`src/rtl/instruction_fetch.sv`:
```
// Sequential instruction fetch into a 2-deep {instr,pc} queue; first valid 2 cycles after reset or redirect.
// Stalls issue when queue + in-flight would exceed 2; redirect flushes and overrides everything.
module instruction_fetch #(
   parameter int                    ADDR_WIDTH = 10,
   parameter int                    DATA_WIDTH = 32,
   parameter logic [ADDR_WIDTH-1:0] RESET_PC   = '0
) (
   input  logic                  clk_i,
   input  logic                  rst_ni,
   output logic [ADDR_WIDTH-1:0] imem_addr_o,
   input  logic [DATA_WIDTH-1:0] imem_data_i,
   input  logic                  redirect_i,
   input  logic [ADDR_WIDTH-1:0] redirect_pc_i,
   output logic                  instr_valid_o,
   input  logic                  instr_ready_i,
   output logic [DATA_WIDTH-1:0] instr_o,
   output logic [ADDR_WIDTH-1:0] pc_o
);

   typedef struct packed {
      logic [DATA_WIDTH-1:0] instr;
      logic [ADDR_WIDTH-1:0] pc;
   } entry_t;

   logic [ADDR_WIDTH-1:0] r_pc_q;
   logic [ADDR_WIDTH-1:0] r_rsp_pc;
   logic                  r_inflight;
   logic [1:0]            r_cnt;
   entry_t                r_head;
   entry_t                r_tail;

   logic                  w_pop;
   logic                  w_push;
   logic                  w_issue;
   logic [2:0]            w_occ;
   logic [ADDR_WIDTH-1:0] w_fetch_addr;
   entry_t                w_new;
   logic                  w_unused_lsbs;

   // Redirect targets are word aligned; the low bits are dropped on purpose.
   assign w_unused_lsbs = ^redirect_pc_i[1:0];
   assign w_fetch_addr  = redirect_i ? {redirect_pc_i[ADDR_WIDTH-1:2], 2'b00} : r_pc_q;
   assign imem_addr_o   = w_fetch_addr;

   assign instr_valid_o = (r_cnt != 2'd0);
   assign instr_o       = r_head.instr;
   assign pc_o          = r_head.pc;

   assign w_pop   = instr_valid_o & instr_ready_i;
   assign w_push  = r_inflight & ~redirect_i;
   assign w_occ   = {1'b0, r_cnt} + {2'b00, r_inflight} - {2'b00, w_pop};
   assign w_issue = redirect_i | (w_occ < 3'd2);
   assign w_new   = '{instr: imem_data_i, pc: r_rsp_pc};

   always_ff @(posedge clk_i or negedge rst_ni) begin
      if (!rst_ni) begin
         r_pc_q     <= RESET_PC;
         r_rsp_pc   <= '0;
         r_inflight <= 1'b0;
         r_cnt      <= 2'd0;
         r_head     <= '0;
         r_tail     <= '0;
      end else begin
         r_inflight <= w_issue;
         if (w_issue) begin
            r_rsp_pc <= w_fetch_addr;
            r_pc_q   <= w_fetch_addr + ADDR_WIDTH'(4);
         end
         if (redirect_i) begin
            r_cnt <= 2'd0;
         end else begin
            // Head-shift queue: entry 0 is always the presented instruction.
            case ({w_push, w_pop})
               2'b11: begin
                  if (r_cnt == 2'd2) begin
                     r_head <= r_tail;
                     r_tail <= w_new;
                  end else begin
                     r_head <= w_new;
                  end
               end
               2'b10: begin
                  if (r_cnt == 2'd0) r_head <= w_new;
                  else               r_tail <= w_new;
                  r_cnt <= r_cnt + 2'd1;
               end
               2'b01: begin
                  r_head <= r_tail;
                  r_cnt  <= r_cnt - 2'd1;
               end
               default: ;
            endcase
         end
      end
   end

endmodule

```
`config.mk`:
```
export PLATFORM = sky130hd
export DESIGN_NAME = instruction_fetch
export DESIGN_NICKNAME = d
export VERILOG_FILES = /design/src/rtl/instruction_fetch.sv
export SDC_FILE = /design/constraint.sdc
export NUM_CORES = 1
export LEC_CHECK = 0
export CAP_MARGIN = 30
export CORE_UTILIZATION = 46
export DETAILED_ROUTE_END_ITERATION = 10
export GPL_TIMING_DRIVEN = 0
export PLACE_DENSITY = 0.68
export SYNTH_ARGS = -nofsm -noshare
export SYNTH_HDL_FRONTEND = slang
export SYNTH_SLANG_ARGS = --single-unit
```
`constraint.sdc`:
```
create_clock -name clk_i -period 3.09 [get_ports clk_i]
set_input_delay 0.618 -clock clk_i [delete_from_list [all_inputs] [get_ports clk_i]]
set_output_delay 0.618 -clock clk_i [all_outputs]
set_load 0.005 [all_outputs]
```
## Yosys cells after proc, flatten, opt, wreduce, memory -nomap -nowiden

Cells that the tools add are included.

- Bits in registers: 107
- Latch bits: 0
- RAM bits: 0
- Memory bits (read-only): 0
- Output and inout bits: 53
- Logic and storage cells: 41
- Memories kept: 0

- Add/sub/neg operators: 5
- Multiply operators: 0
- Divide/modulo/power cells: 0
- Order comparisons: 1
- Equal/unequal tests: 7
- Shifts and indexed selects: 0
- Mux-type cells: 9
- Bitwise gates (word level): 4
- Reduce and logical (&&, ||, !) cells: 7

Operators by type and width:

| operator | number |
|---|---|
| 42-bit 2-to-1 mux | 4 |
| 42-bit one-hot mux with 3 select lines | 1 |
| 42-bit one-hot mux with 2 select lines | 1 |
| 10-bit by 3-bit adder with 10-bit output, second input constant | 1 |
| 10-bit 2-to-1 mux | 1 |
| 2-bit == test, second input constant | 3 |
| 2-bit != test, second input constant | 3 |
| 3-bit nonzero test | 2 |
| 2-bit one-hot mux with 2 select lines | 1 |
| 4-bit AND reduction | 1 |
| 2-bit nonzero test | 2 |
| 2-bit by 1-bit adder with 3-bit output | 1 |
| 3-bit by 2-bit < comparator with 1-bit output, second input constant | 1 |
| 3-bit AND reduction | 1 |
| 3-bit by 1-bit subtractor with 3-bit output | 1 |
| 2-bit by 1-bit adder with 2-bit output, second input constant | 1 |
| 1-bit bitwise AND | 2 |
| 2-bit by 1-bit == test with 1-bit output, second input constant | 1 |
| 2-bit zero test | 1 |
| 2-bit 2-to-1 mux | 1 |
| 2-bit by 1-bit subtractor with 2-bit output, second input constant | 1 |
| 1-bit NOT | 1 |
| 1-bit bitwise OR | 1 |

## Logic depth before layout (Yosys ltp)

Gate-level depths: netlist of run 1.

- Word-level depth: 5
- Depth in mapped cells: 12
- Gate-level depth less buffers: 9

## Least setup slack after synthesis of run 1

Ideal clock, no wire load.

- Path type: flip-flop to flip-flop
- From: register r_cnt[1]
- To: register r_rsp_pc[7]
- Setup time: 0.119 ns
- Arrival time: 2.409 ns
- Data required time: 2.971 ns
- Slack: 0.563 ns
- Cell stages (with the launch flop): 12
- Clock period less this slack: 2.527 ns
- Cell sequence: dfrtp_1 -> nor2b_1 -> buf_4 -> buf_6 -> and2_1 -> o21ai_0 -> fa_1 -> xnor2_1 -> a21oi_4 -> inv_2 -> buf_2 -> o21a_1

- Longest elaborated chain between the ends: 5

RTL lines:

| item | line | source |
|---|---|---|
| start: declaration | 28 | `logic [1:0] r_cnt;` |
| start signal: assignment | 85 | `r_cnt <= r_cnt + 2'd1;` |
| start signal: assignment | 89 | `r_cnt <= r_cnt - 2'd1;` |
| parallel branches: the longest is 2 deep, another holds 2-bit by 1-bit adder with 3-bit output | -- |  |
| 3-bit by 1-bit subtractor with 3-bit output * | 51 | `assign w_occ = {1'b0, r_cnt} + {2'b00, r_inflight} - {2'b00, w_pop};` |
| 3-bit by 2-bit < comparator with 1-bit output * | 52 | `assign w_issue = redirect_i \| (w_occ < 3'd2);` |
| 1-bit bitwise OR * | 52 |  |
| named net w_issue | 34 | `logic w_issue;` |
| end signal: assignment | 66 | `r_rsp_pc <= w_fetch_addr;` |
| end: declaration | 26 | `logic [ADDR_WIDTH-1:0] r_rsp_pc;` |

Mark *: on every way through the listed nets, which the timed path passes.
A chain may end at the register's enable or synchronous reset.

## Worst setup path after layout of run 1

- From: input redirect_i
- To: output imem_addr_o[2]

- Longest elaborated chain between the ends: 1

RTL lines:

| item | line | source |
|---|---|---|
| start: declaration | 12 | `input logic redirect_i,` |
| 10-bit 2-to-1 mux | 42 | `assign w_fetch_addr = redirect_i ? {redirect_pc_i[ADDR_WIDTH-1:2], 2'b00} : r_pc_q;` |
| end: declaration | 10 | `output logic [ADDR_WIDTH-1:0] imem_addr_o,` |

Every way passes these cells.

==> flow_summary.json, run 1 <==
{
  "number_of_library_cell_types_mapped_by_synthesis": 40,
  "synth.ff_latch_count": 105,
  "clk_path_buf_depth": 2,
  "synth.area.top_cells": "dfrtp_1, mux2_2, mux2i_1",
  "ctsRootBufferMaster": "clkbuf_16",
  "area_of_the_die_um2": 12360,
  "dp.cells": 693,
  "worstPathRequired_ps": 2470,
  "synth.yosys.seq_area_share_pct": 47.92,
  "layout.nets": 612,
  "hold_violations": 0,
  "htree_levels": 3,
  "route.detailed.wl_per_inst_um": 17.82,
  "clock_latency_ps": 350,
  "violated_checks": "design-rule violations",
  "cells_after_synthesis": 453,
  "drc_violation_total_after_the_first_tritonroute_iteration": 246,
  "period_minus_slack_ps": 2963,
  "effective_utilization_at_floorplan_pct": 47.61,
  "synth_top_cell_area_share_pct": 47.92,
  "overall_track_demand_over_capacity_in_global_routing_pct": 21.38,
  "tritoncts_num_sinks": 105,
  "grt_start_max_net_pins": 55,
  "max-slew-margin-rel_pct": 54.00,
  "synth_area_per_cell_um2": 12.10,
  "cts_made_buffers": 9,
  "timing.fmax_mhz": 337.5,
  "min_path_type": "in -> async",
  "first_pass_grt_wire_length_um": 21100,
  "final_area_um2": 6989,
  "synthArstFlopShare_pct": 100.0,
  "worst_pin_slew_ps": 689.9,
  "die_width_um": 111.2,
  "synth-edff-count": 0,
  "report.final.slew_viol_count": 0,
  "globalplace.congestion": 0.7919,
  "hold-worst-slack_ps": 296.8,
  "end_kind": "output port",
  "postLayoutCoreUtil_pct": 60.69,
  "path_delay_family": "buffers and inverters",
  "finish.cell_count_without_fillers": 709,
  "syn_area_um2": 5483,
  "num-fill-cells": 959,
  "die_height_um": 111.2,
  "synthesis.nets": 504,
  "cts_hold_buffers": 0,
  "cp_slowest_cell": "clkdlybuf4s50_1",
  "placed_cell_areas_um2": 6648,
  "post_cts_buffers": 0,
  "post-route-period-util_pct": 95.88,
  "port_buffers": 96,
  "setup_viol": 0,
  "tritoncts": "yes",
  "timing.critical_path.mode_cell": "clkdlybuf4s50_1",
  "status": "finished, violations left",
  "layout-drive-gt1-share_pct": 24.38,
  "setup_skew_after_layout_ps": 5.716,
  "antenna-diode-count": 0,
  "slowest_cell_delay_on_critical_path_ps": 560,
  "crit_chain": "clkdlybuf4s50_1, buf_6, mux2i_2, inv_1, clkdlybuf4s50_1",
  "detailed_place_hpwl_um": 8617,
  "synth_top_area_cell": "dfrtp_1",
  "placement_rows": 39,
  "route.antenna.remaining_nets": 0,
  "number_of_antenna_violations_at_the_first_check_in_global_routing": 0,
  "via_per_inst": 5.701,
  "power.static_leakage_uw": 0.002780,
  "yosysWarningCount": 0,
  "wl_um": 12640,
  "grt_setup_unrepaired": "no",
  "cp.arrival_ps": 2340,
  "cts.clk_slew.worst_paths_ps": 70,
  "synth_ff_type": "dfrtp_1",
  "max-cap-violations": 0,
  "route.vias.total": 4042,
  "r2r_setup_slack_ps": 230,
  "critical_path.max_fanout": 10,
  "detailedRoute.firstPassIterationCount": 9,
  "critical_path.n_buffers_inverters": 4,
  "critPathKind": "in -> out",
  "floorplan.io_pins": 99,
  "drc": 18,
  "grt_pass1_vias": 4001,
  "cts_resized": 0,
  "pwr_density_cell_nw_per_um2": 1087,
  "core_region_area_um2": 11520,
  "flow.area_growth_from_synthesis_pct": 27.48,
  "worst_ir_drop_vdd_v": 0.0005301,
  "gr-total-overflow": 0,
  "cp-start-kind": "input pin"
}
==> cells by family after synthesis <==
group,share of synthesized area [%]
simple gates,4.678
xor+xnor,1.118
fa+ha+maj,1.278
buf+inv,5.021
mux,26.47
compound gates,13.51
flops,47.92
==> layout make-up <==
| cell class | instances | area (um2) | share of cell area (%) |
|---|---|---|---|
| Buffer | 36 | 234.0 | 3.348 |
| Clock buffer | 11 | 252.7 | 3.616 |
| Clock inverter | 5 | 77.57 | 1.110 |
| Inverter | 11 | 41.29 | 0.5908 |
| Multi-Input combinational cell | 301 | 2591 | 37.07 |
| Sequential cell | 105 | 2628 | 37.59 |
| Tap cell | 143 | 178.9 | 2.560 |
| Timing Repair Buffer | 97 | 985.9 | 14.11 |
==> synth_stat cells, types with 2 or more instances <==
cell and number:
dfrtp_1 105, mux2_2 85, a21oi_1 48, mux2i_1 46
a221oi_1 41, nor2_1 23, clkbuf_1 16, nand2_1 11
buf_6 10, inv_1 9, xnor2_1 6, nor2b_1 5
buf_2 4, buf_4 4, ha_1 4, o21ai_0 4
mux2_1 3, nand3_1 3, a21oi_4 2, and2_1 2
inv_2 2, o21a_1 2
==> power by group <==
part           switching, uW  internal [uW]
clock network            526            752
logic                   1710           2070
registers                462           2080
==> flip-flops by register name (all words and copies together), names as in the netlist <==
register	cells
instr_o	32
pc_o	10
r_cnt	2
r_inflight	1
r_pc_q	10
r_rsp_pc	8
r_tail	42
==> stage by stage <==
stage                     total power (uW)  setup WS (ps)  TNS, ps
after CTS                             7631          31.39        0
after detailed placement              6339         -52.01    -1567
after floorplan                       4949          562.5        0
after global placement                6193          -2704  -283320
final                                 7599          127.4        0
after global routing                  8095          8.002        0
==> layout by cell type (no fill, tap or decap), types with 3 or more instances in the layout <==
cell type / Yosys / layout
a21oi_1: 48 / 48
mux2i_2: 0 / 3
a221oi_1: 41 / 41
dfrtp_1: 105 / 105
nor2b_1: 5 / 5
nor2_1: 23 / 23
buf_2: 4 / 4
nand3_1: 3 / 3
buf_4: 4 / 5
o21ai_0: 4 / 4
nand2_1: 11 / 11
mux2i_1: 46 / 43
clkbuf_16: 0 / 9
mux2_2: 85 / 85
xnor2_1: 6 / 6
inv_1: 9 / 9
clkbuf_1: 16 / 16
clkdlybuf4s50_1: 0 / 95
mux2_1: 3 / 3
buf_6: 10 / 10
ha_1: 4 / 4
==> final timing paths <==
kind | startpoint | endpoint | depth (start not counted)
worst max-delay path | redirect_i | imem_addr_o[2] | 5
worst min-delay path | rst_ni | instr_o[23]$_DFFE_PN0P_ | 1
worst max register to register | r_cnt[1]$_DFFE_PN0P_ | r_rsp_pc[3]$_DFFE_PN0P_ | 12
worst min register to register | r_pc_q[9]$_DFFE_PN0P_ | r_pc_q[9]$_DFFE_PN0P_ | 2
max in group asynchronous | rst_ni | r_tail[0]$_DFFE_PN0P_ | 2
min in group clk_i | r_pc_q[9]$_DFFE_PN0P_ | r_pc_q[9]$_DFFE_PN0P_ | 2
==> per-layer routing <==
layer,GRT usage [%],wire length [um],vias up
met5,0,0,-
met4,7.387,180,0
met3,4.429,549,14
met2,32.63,5743,100
met1,30.20,6164,2028
li1,-,-,1900
Note: power is estimated with default switching activity, not from simulation.
==> run 2: changes to the inputs <==
- CORE_UTILIZATION: 46 -> 40
- PLACE_DENSITY: 0.68 -> 0.61
==> flow_summary.json, run 2 (synthesis gave the netlist of run 1 again) <==
{
  "status": "complete, no violations",
  "max-slew-margin-rel_pct": 53.06,
  "min_path_type": "in -> async",
  "detailed_place_hpwl_um": 8621,
  "grt_util_met1_pct": 26.36,
  "layout-drive-gt1-share_pct": 24.20,
  "gr-usage-met3_pct": 2.730,
  "tritoncts_num_sinks": 105,
  "grt_start_max_net_pins": 55,
  "gr-total-overflow": 0,
  "report.power.total_uw": 7511,
  "cts_hold_buffers": 0,
  "registers.top_by_ff_count": "r_tail",
  "max-cap-violations": 0,
  "hold-worst-slack_ps": 320.4,
  "area_of_the_die_um2": 14180,
  "clockPowerShare_pct": 16.4,
  "end_kind": "output port",
  "finalWorstSetupSlack_ps": 135.2,
  "report.final.slew_viol_count": 0,
  "multi_input_combinational_cell_area_um2": 2591,
  "via_per_inst": 5.377,
  "ctsRootBufferMaster": "clkbuf_16",
  "grt_setup_unrepaired": "no",
  "setup_viol": 0,
  "route.vias.total": 3990,
  "route.antenna.remaining_nets": 0,
  "cp-start-kind": "input pin",
  "placement_rows": 42,
  "hold_violations": 0,
  "setup_skew_after_layout_ps": 5.883,
  "timing.fmax_mhz": 338.4,
  "htree_levels": 3,
  "most-common-layout-cells": "dfrtp_1, clkdlybuf4s50_1, mux2_2",
  "cts_made_buffers": 9,
  "number_of_antenna_violations_at_the_first_check_in_global_routing": 0,
  "highest_utilization_routing_layer_at_the_global_route_stage": "met2",
  "critical_path.max_fanout": 10,
  "first_pass_grt_wire_length_um": 21250,
  "antenna-diode-count": 0,
  "detailedRoute.firstPassIterationCount": 4,
  "overall_track_demand_over_capacity_in_global_routing_pct": 18.88,
  "die_height_um": 119.1,
  "die_width_um": 119.1,
  "cellInternalPower_uw": 4874,
  "cts_resized": 0,
  "seq_power_share_pct": 33.8,
  "power.static_leakage_uw": 0.002778,
  "p_sw_uw": 2637,
  "pwr_density_cell_nw_per_um2": 1070,
  "wl_um": 12470,
  "cts.clk_slew.worst_paths_ps": 70,
  "drc": 0,
  "globalplace.congestion": 0.7654,
  "dp.cells": 726,
  "pre_cts_slack_ps": -62.74,
  "effective_utilization_at_floorplan_pct": 41.24,
  "post_cts_buffers": 0,
  "core_region_area_um2": 13300,
  "num-fill-cells": 1205,
  "layout.nets": 612,
  "largest_register_ff_count": 42,
  "worst_ir_drop_vdd_v": 0.0004504,
  "clk_path_buf_depth": 2,
  "drc_violation_total_after_the_first_tritonroute_iteration": 262,
  "post-route-period-util_pct": 95.62,
  "tritoncts": "yes",
  "cp.arrival_ps": 2340,
  "flow.area_growth_from_synthesis_pct": 28.07,
  "part_of_the_total_power_dissipated_in_combinational_logic_pct": 49.8,
  "route.detailed.wl_per_inst_um": 16.81,
  "grt_pass1_vias": 4143,
  "floorplan.io_pins": 99,
  "worst_pin_slew_ps": 704.1,
  "power.share.switching_pct": 35.11,
  "seqCellArea_um2": 2628,
  "timing.setup.tns_ps": 0,
  "finish.cell_count_without_fillers": 742,
  "worstPathRequired_ps": 2470,
  "critPathKind": "in -> out",
  "grt_util_met2_pct": 29.76,
  "layout_commonest_cell": "dfrtp_1",
  "port_buffers": 96,
  "clock_latency_ps": 350,
  "period_minus_slack_ps": 2955
}
-- run 2: changes by cell type in the layout (fill, tap and decap cells not counted), sizes merged --
cell,before,now
clkinvlp,1,0
clkinv,2,3
-- run 2: per-layer routing --
| metal | vias up | part of all wire, % |
|---|---|---|
| met2 | 91 | 46 |
| met5 | - | 0 |
| met4 | 0 | 1.6 |
| li1 | 1889 | - |
| met3 | 14 | 3.6 |
| met1 | 1996 | 49 |
-- run 2: path summary, 6_finish.rpt --
kind | cells after the start | endpoint | from | slack, ps
max | 5 | imem_addr_o[2] | redirect_i | 140
min | 1 | instr_o[26]$_DFFE_PN0P_ | rst_ni | 320
max reg2reg | 12 | r_rsp_pc[4]$_DFFE_PN0P_ | r_cnt[1]$_DFFE_PN0P_ | 260
min reg2reg | 2 | r_pc_q[9]$_DFFE_PN0P_ | r_pc_q[9]$_DFFE_PN0P_ | 500
max in group asynchronous | 2 | r_tail[19]$_DFFE_PN0P_ | rst_ni | 2070
min in group clk_i | 2 | r_pc_q[9]$_DFFE_PN0P_ | r_pc_q[9]$_DFFE_PN0P_ | 500
-- run 2: cell type report --
cell class	instances	share of cell area, %
plain buffers	36	3.332
repair buffers	97	14.04
clock inverters	5	1.123
inverters	11	0.5880
flip-flops and latches	105	37.42
multi-input cells	301	36.90
clock buffers	11	3.457
well taps	176	3.136
-- run 2: worst max-delay path, stage by stage --
cell and delay [ps]:
clkdlybuf4s50_1 570, buf_6 200, mux2i_2 370, inv_1 120
clkdlybuf4s50_1 460
-- run 2: through the flow --
stage                     cell area (um2)  util, %
final                                7022    52.81
after global routing                 7022    52.81
after CTS                            7010    52.73
after detailed placement             6689    50.31
after global placement               6664    50.12
after floorplan                      5483        -
-- run 2: power by group through the flow --
stage          sequential [uW]  clock, uW  combinational [uW]
6_report                  2540       1230                3740
5_1_grt                   2630       1330                4140
4_1_cts                   2530       1270                3790
3_5_place_dp              2560          0                3780
3_3_place_gp              2520          0                3700
2_1_floorplan             2470          0                2480
==> run 3: changes to the inputs <==
- CAP_MARGIN: 30 -> unset
- CTS_BUF_LIST: unset -> sky130_fd_sc_hd__clkbuf_2
==> flow_summary.json, run 3 (synthesis gave the netlist of run 1 again) <==
{
  "status": "complete, no violations",
  "cp_slowest_cell": "clkdlybuf4s50_1",
  "grt_setup_unrepaired": "no",
  "route.vias.total": 4054,
  "clock_latency_ps": 630,
  "die_height_um": 119.1,
  "grt_pass1_vias": 4112,
  "route.antenna.remaining_nets": 0,
  "port_buffers": 96,
  "detailed_place_hpwl_um": 8621,
  "setup_skew_after_layout_ps": 29.90,
  "period_minus_slack_ps": 2957,
  "timing.setup.tns_ps": 0,
  "crit_chain": "clkdlybuf4s50_1, buf_6, mux2i_2, inv_1, clkdlybuf4s50_1",
  "flow.area_growth_from_synthesis_pct": 24.81,
  "layout_commonest_cell": "dfrtp_1",
  "post-route-period-util_pct": 95.69,
  "end_kind": "output port",
  "critical_path.n_buffers_inverters": 4,
  "slowest_cell_delay_on_critical_path_ps": 570,
  "max-cap-violations": 0,
  "hold_violations": 0,
  "tritoncts_num_sinks": 105,
  "route.detailed.wl_per_inst_um": 16.79,
  "die_width_um": 119.1,
  "drc": 0,
  "placed_cell_areas_um2": 6689,
  "max-slew-margin-rel_pct": 52.82,
  "tritoncts": "yes",
  "wl_um": 12470,
  "placement_rows": 42,
  "highest_utilization_routing_layer_at_the_global_route_stage": "met2",
  "pwr_density_cell_nw_per_um2": 1022,
  "worst_ir_drop_vdd_v": 0.0003933,
  "worstPathRequired_ps": 2470,
  "critical_path.max_fanout": 10,
  "gr-usage-met3_pct": 2.969,
  "cp.arrival_ps": 2340,
  "first_pass_grt_wire_length_um": 21160,
  "critPathKind": "in -> out",
  "gr-total-overflow": 0,
  "post_cts_buffers": 0,
  "setup_viol": 0,
  "hold-worst-slack_ps": 531.6,
  "grt_start_max_net_pins": 55,
  "clk_path_buf_depth": 2,
  "grt_util_met2_pct": 29.36,
  "ctsRootBufferMaster": "clkbuf_2",
  "globalplace.congestion": 0.7654,
  "overall_track_demand_over_capacity_in_global_routing_pct": 18.88,
  "most-common-layout-cells": "dfrtp_1, clkdlybuf4s50_1, mux2_2",
  "power.static_leakage_uw": 0.002706,
  "path_delay_family": "buffers and inverters",
  "num-fill-cells": 1231,
  "number_of_antenna_violations_at_the_first_check_in_global_routing": 0,
  "cts.clk_slew.worst_paths_ps": 250,
  "multi_input_combinational_cell_area_um2": 2591,
  "htree_levels": 3,
  "report.final.slew_viol_count": 0,
  "timing.fmax_mhz": 338.2,
  "area_of_the_die_um2": 14180,
  "drc_violation_total_after_the_first_tritonroute_iteration": 290,
  "core_region_area_um2": 13300,
  "registers.top_by_ff_count": "r_tail",
  "worst_pin_slew_ps": 707.7,
  "floorplan.io_pins": 99,
  "min_path_type": "reg -> reg",
  "layout-drive-gt1-share_pct": 24.16,
  "grt_util_met1_pct": 26.28,
  "detailedRoute.firstPassIterationCount": 4,
  "seqCellArea_um2": 2628,
  "effective_utilization_at_floorplan_pct": 41.24,
  "cp-start-kind": "input pin",
  "largest_register_ff_count": 42,
  "timing.critical_path.mode_cell": "clkdlybuf4s50_1",
  "via_per_inst": 5.456,
  "layout.nets": 613,
  "final_area_um2": 6843,
  "antenna-diode-count": 0,
  "cts_made_buffers": 9
}
==> run 3: worst register-to-register path: cells and delay by family, from the launching register on <==
family | cells | cell delay (ps)
adders and majority gates | 1 | 400
buffers and inverters | 4 | 720
xor gates and xnor gates | 1 | 180
AOI/OAI and AO/OA | 3 | 610
DFF | 1 | 550
and+or+nand+nor | 2 | 360
==> run 3: metal layers <==
metal  part of all wire (%)  up-vias
li1                       -     1899
met1                     49     2053
met2                     45       88
met3                    3.8       14
met4                    1.8        0
met5                      0        -
==> run 3: what timing repair did <==
item	in CTS	in global routing
gates resized for setup	0	3
endpoints found under the hold margin	13	0
endpoints found under the setup margin	0	3
hold buffers	1	0
==> run 3: stage by stage <==
step	worst slack [ps]	util [%]	power [uW]	instances
final	133.3	51.47	6997	743
after global routing	6.363	51.47	7570	743
after CTS	33.47	51.38	7069	743
after detailed placement	-62.74	50.31	6333	726
after global placement	-2762	50.12	6218	725
after floorplan	562.5	-	4949	453
==> run 3: layout make-up <==
type                            count  area share, %
Multi-Input combinational cell    301          37.87
Sequential cell                   105          38.40
Clock inverter                      6          1.207
Inverter                           11         0.6034
Timing Repair Buffer               98          14.55
Buffer                             36          3.419
Clock buffer                       10         0.7314
Tap cell                          176          3.218
==> run 3: power breakdown <==
part / leakage, uW / total (uW) / switching, uW / internal, uW
clock network: 0.0000833 / 728 / 460 / 267
registers: 0.00124 / 2520 / 459 / 2060
logic: 0.00138 / 3750 / 1680 / 2070
total: 0.00271 / 7000 / 2600 / 4400
==> run 3: final timing paths <==
kind                                             from  depth (start not counted)  slack, ps                 endpoint
worst max-delay path                       redirect_i                          5        130           imem_addr_o[3]
worst min-delay path            r_pc_q[9]$_DFFE_PN0P_                          2        530    r_pc_q[9]$_DFFE_PN0P_
worst max register to register   r_cnt[1]$_DFFE_PN0P_                         11        240  r_rsp_pc[7]$_DFFE_PN0P_
worst min register to register  r_pc_q[9]$_DFFE_PN0P_                          2        530    r_pc_q[9]$_DFFE_PN0P_
max in group asynchronous                      rst_ni                          3       1820   r_tail[18]$_DFFE_PN0P_
min in group asynchronous                      rst_ni                          2        550  instr_o[26]$_DFFE_PN0P_
